## config.mk

```make
export PLATFORM = sky130hd
export DESIGN_NAME = ascii_to_lower_stream
export DESIGN_NICKNAME = d
export VERILOG_FILES = /design/src/rtl/ascii_pkg.sv /design/src/rtl/sync_fifo.sv /design/src/rtl/ascii_to_lower_stream.sv
export SDC_FILE = /design/constraint.sdc
export NUM_CORES = 1
export LEC_CHECK = 0
export ABC_AREA = 1
export BUFFER_PORTS_ARGS = -buffer_cell sky130_fd_sc_hd__buf_2
export CAP_MARGIN = 20
export CORE_UTILIZATION = 55
export DETAILED_ROUTE_END_ITERATION = 16
export PLACE_DENSITY = 0.81
export SYNTH_ARGS = -nofsm -noshare
export SYNTH_HDL_FRONTEND = slang
export SYNTH_SLANG_ARGS = --single-unit
```

## constraint.sdc

```tcl
create_clock -name clk -period 6.27 [get_ports clk]
set_input_delay 0.3135 -clock clk [delete_from_list [all_inputs] [get_ports clk]]
set_output_delay 0.3135 -clock clk [all_outputs]
set_load 0.03 [all_outputs]
```

## src/rtl/ascii_pkg.sv

```systemverilog
// Shared ASCII case-conversion constants and helpers for the toLower/toUpper
// stream datapaths.
package ascii_pkg;

  localparam logic [7:0] ASCII_UPPER_A     = 8'd65;
  localparam logic [7:0] ASCII_UPPER_Z     = 8'd90;
  localparam logic [7:0] ASCII_LOWER_A     = 8'd97;
  localparam logic [7:0] ASCII_LOWER_Z     = 8'd122;
  localparam logic [7:0] ASCII_CASE_OFFSET = 8'd32;

  localparam int ENTRY_W = 9;

  // One FIFO slot: the already-converted byte plus whether conversion changed it.
  typedef struct packed {
    logic       changed;
    logic [7:0] data;
  } entry_t;

  function automatic logic is_upper(input logic [7:0] b);
    return (b >= ASCII_UPPER_A) && (b <= ASCII_UPPER_Z);
  endfunction

  function automatic logic is_lower(input logic [7:0] b);
    return (b >= ASCII_LOWER_A) && (b <= ASCII_LOWER_Z);
  endfunction

  function automatic logic [7:0] to_lower(input logic [7:0] b);
    return is_upper(b) ? (b + ASCII_CASE_OFFSET) : b;
  endfunction

  function automatic logic [7:0] to_upper(input logic [7:0] b);
    return is_lower(b) ? (b - ASCII_CASE_OFFSET) : b;
  endfunction

endpackage

```

## src/rtl/sync_fifo.sv

```systemverilog
// Single-clock FIFO with explicit occupancy count; pointers wrap naturally
// (DEPTH must be a power of two).
module sync_fifo #(
  parameter  int WIDTH = 9,
  parameter  int DEPTH = 4,
  localparam int PTR_W = $clog2(DEPTH),
  localparam int LVL_W = $clog2(DEPTH + 1)
) (
  input  logic             clk,
  input  logic             rst_n,
  input  logic             push,
  input  logic [WIDTH-1:0] wr_data,
  input  logic             pop,
  output logic             full,
  output logic             empty,
  output logic [LVL_W-1:0] level,
  output logic [WIDTH-1:0] rd_data
);

  logic [WIDTH-1:0] mem_q [DEPTH];
  logic [PTR_W-1:0] wr_ptr_q, wr_ptr_d;
  logic [PTR_W-1:0] rd_ptr_q, rd_ptr_d;
  logic [LVL_W-1:0] level_q, level_d;
  logic             do_push, do_pop;

  assign full    = (level_q == LVL_W'(DEPTH));
  assign empty   = (level_q == '0);
  assign do_push = push & ~full;
  assign do_pop  = pop & ~empty;
  assign level   = level_q;
  assign rd_data = mem_q[rd_ptr_q];

  always_comb begin
    wr_ptr_d = wr_ptr_q;
    rd_ptr_d = rd_ptr_q;
    level_d  = level_q;
    if (do_push) wr_ptr_d = wr_ptr_q + 1'b1;
    if (do_pop)  rd_ptr_d = rd_ptr_q + 1'b1;
    if (do_push && !do_pop)      level_d = level_q + 1'b1;
    else if (!do_push && do_pop) level_d = level_q - 1'b1;
  end

  always_ff @(posedge clk) begin
    if (!rst_n) begin
      wr_ptr_q <= '0;
      rd_ptr_q <= '0;
      level_q  <= '0;
    end else begin
      wr_ptr_q <= wr_ptr_d;
      rd_ptr_q <= rd_ptr_d;
      level_q  <= level_d;
    end
  end

  // Storage is data-only: never reset, written only on an accepted push.
  always_ff @(posedge clk) begin
    if (rst_n && do_push) mem_q[wr_ptr_q] <= wr_data;
  end

endmodule

```

## src/rtl/ascii_to_lower_stream.sv

```systemverilog
// Streaming ASCII to-lowercase converter: valid/ready in, FIFO, valid/ready out,
// with saturating delivered/converted byte counters.
module ascii_to_lower_stream
  import ascii_pkg::*;
#(
  parameter  int DEPTH = 4,
  parameter  int CNT_W = 16,
  localparam int LVL_W = $clog2(DEPTH + 1)
) (
  input  logic             clk,
  input  logic             rst_n,
  input  logic             in_valid,
  output logic             in_ready,
  input  logic [7:0]       in_data,
  output logic             out_valid,
  input  logic             out_ready,
  output logic [7:0]       out_data,
  output logic [LVL_W-1:0] level,
  input  logic             clr_counts,
  output logic [CNT_W-1:0] char_count,
  output logic [CNT_W-1:0] conv_count
);

  function automatic logic [CNT_W-1:0] sat_inc(input logic [CNT_W-1:0] c,
                                               input logic inc);
    return (&c) ? c : (c + CNT_W'(inc));
  endfunction

  entry_t           wr_entry, rd_entry;
  logic             push, pop, full, empty;
  logic [CNT_W-1:0] char_q, char_d;
  logic [CNT_W-1:0] conv_q, conv_d;

  // in_ready depends only on occupancy, never on out_ready.
  assign in_ready  = rst_n & ~full;
  assign out_valid = ~empty;
  assign push      = in_valid & in_ready;
  assign pop       = out_valid & out_ready;

  assign wr_entry = {is_upper(in_data), to_lower(in_data)};

  sync_fifo #(
    .WIDTH (ENTRY_W),
    .DEPTH (DEPTH)
  ) u_fifo (
    .clk     (clk),
    .rst_n   (rst_n),
    .push    (push),
    .wr_data (wr_entry),
    .pop     (pop),
    .full    (full),
    .empty   (empty),
    .level   (level),
    .rd_data (rd_entry)
  );

  // Storage is not reset, so the output is forced to zero whenever nothing is held.
  assign out_data = out_valid ? rd_entry.data : 8'h00;

  always_comb begin
    char_d = char_q;
    conv_d = conv_q;
    if (clr_counts) begin
      char_d = '0;
      conv_d = '0;
    end else if (pop) begin
      char_d = sat_inc(char_q, 1'b1);
      conv_d = sat_inc(conv_q, rd_entry.changed);
    end
  end

  always_ff @(posedge clk) begin
    if (!rst_n) begin
      char_q <= '0;
      conv_q <= '0;
    end else begin
      char_q <= char_d;
      conv_q <= conv_d;
    end
  end

  assign char_count = char_q;
  assign conv_count = conv_q;

endmodule

```

==> results.toml <==
[min_path]
hp-class = "primary input to flop"

[power_and_ir_drop]
power_density_mw_per_mm2 = 302.5
p_leak_nw = 1.719
max-vdd-ir-drop_uv = 231.5
power.total_w = 0.001304

[cts]
ctsResizeCount = 0
htreeDepth = 3
clockBufferDepth = 2
root_buffer = "clkbuf_8"
cts_buffers = 9
insertion_delay_ns = 0.36
cts_tree = "done"
postCtsHoldBufs = 0
post_cts_buffers = 0
clock_sinks = 77
clk_pin_slew_ns = 0.08

[setup_path]
worst_ep_arrival_time_ns = 2.99
cp.required_ns = 6.55
cp_max_fo = 19
criticalPathCategory = "flop to flop"
end_kind = "flop"
worstSetupStartpointType = "flop"

[timing]
worstMarginPinSlew_ns = 0.9048
slew_viol_final = 0
rsz0062_at_grt = "false"
skew_ns = 0.008830
tns_ns = 0
min_period_over_period_pct = 43.12
slew_headroom_pct = 39.46
fin_crit_ns = 2.704
fmax_mhz = 369.8
finalHoldViolations = 0
setup_viol = 0
fin_hold_ws_ns = 0.2027

[floorplan]
fp.dieArea_mm2 = 0.007250
design.core.area_mm2 = 0.006495
die_h_um = 85.15
die_w_um = 85.15
initial_core_util_pct = 58.54
ioPinCount = 58
num_rows = 29

[global_route]
grt_max_degree = 20
grt_pass1_wl_um = 13300
antenna_found_initial = 0
grt_pass1_vias = 3013
overflow = 0
grt_usage_pct = 23.53

[logic_synthesis]
syn_area_per_cell_um2 = 8.090
synthFlopType = "dfxtp_1"
synth_top_area_share_pct = 28.43
synth-warning-count = 0
synthesis.instances = 470
synth_cell_types = 33
yosysTopAreaCell = "edfxtp_1"
synth_seq_cells = 77
ys_top_cells_by_area = "edfxtp_1, dfxtp_1, nor2_1, nand2_1, a21oi_1"
netlist_area_mm2 = 0.003802
synth_fp_nets = 493
ys_async_sr_fraction_pct = 0
synth-edff-count = 36
synth-seq-area-share_pct = 50.02

[outcome]
status = "complete, no violations"

[drt]
postRouteWirelength_um = 7849
drt_iter0_drc = 167
via_per_inst = 5.364
drcViolationCount = 0
vias = 3272
postRouteAntennaNets = 0
first_pass_iters = 5
wl_per_cell_um = 12.87

[final_layout]
utilization_pct = 66.38
mostFrequentLayoutCell = "nor2_1"
syn_to_final_growth_pct = 13.39
layout_common_cells = "nor2_1, nand2_1, buf_2"
fin_nets = 551
diodes = 0
drive_gt1_share_pct = 17.82

[run]
drv_cap = 0

[place]
io_buffers = 57
gp_congestion = 0.7967
dp_hpwl_um = 5488
-- per-stage QoR --
stage / setup WS (ns) / std cells / instance area, um2
final: 3.566 / 610 / 4312
after global placement: 3.737 / 594 / 4116
after global routing: 3.275 / 610 / 4312
after detailed placement: 3.603 / 594 / 4116
after CTS: 3.577 / 610 / 4312
after floorplan: 3.576 / 470 / 3802
-- Yosys cell counts (2+ instances only) --
cell type	n
a21o_1	2
a21oi_1	30
a21oi_2	7
a31oi_1	3
buf_2	3
buf_6	3
clkbuf_1	2
dfxtp_1	41
edfxtp_1	36
ha_1	9
inv_1	38
nand2_1	97
nand2_2	5
nand3_1	24
nand4_1	13
nor2_1	99
nor2_2	5
nor2_4	2
nor3_1	3
o21ai_0	29
xnor2_1	4
xor2_1	4
-- state kept, by name, indices dropped and copies added (netlist names), named ones only --
signal,count
char_count,16
conv_count,16
u_fifo.level,3
u_fifo.mem_q,36
u_fifo.rd_ptr_q,2
u_fifo.wr_ptr_q,2
-- cells by family (layout without fill, tap and decap cells) --
logic type	after synthesis	count (layout)	share of synthesized area, %
AOI/OAI and AO/OA	74	74	10.99
buffers and inverters	50	113	5.725
adders and majority gates	10	10	3.488
and+or+nand+nor	251	251	27.94
DFF	77	77	50.02
xor gates and xnor gates	8	8	1.843
-- routing by layer --
metal  GRT usage (%)  part of all wire (%)
met1           29.58                    46
met4           11.56                   1.8
met3           5.642                   5.6
met2           38.20                    47
met5               0                     0
-- cell type report --
cell class	instances	area, um2
fill	532	2183
clock buffer	12	166.4
sequential	77	1902
clock inverter	4	28.78
tap	77	96.34
timing repair buffer	57	285.3
multi-input combinational	343	1683
inverter	40	150.1
-- critical path: stages, from the launching register on --
cell and delay, ns:
dfxtp_1 0.72, inv_1 0.41, o21ai_0 0.27, o22ai_1 0.10
ha_1 0.23, ha_1 0.25, nand3_1 0.16, inv_1 0.09
nand3_1 0.08, nand2_1 0.05, nand2_1 0.06, nand2_1 0.06
a21oi_2 0.14
-- worst paths after layout --
check,from,to,slack (ns),cells past startpoint
max,flop,conv_count[12],3.57,12
min,in_data[3],u_fifo.mem_q[3][3],0.20,1
max reg2reg,flop,conv_count[12],3.57,12
min reg2reg,u_fifo.rd_ptr_q[1],u_fifo.rd_ptr_q[1],0.49,2
-- power by group --
part / internal [W] / total (W) / leakage, nW / switching [W]
clock: 0.000179 / 0.000361 / 0.0941 / 0.000181
combinational: 0.0000947 / 0.000349 / 0.966 / 0.000254
sequential: 0.000558 / 0.000594 / 0.660 / 0.0000364
No activity file was read; power rests on OpenSTA's default activity.
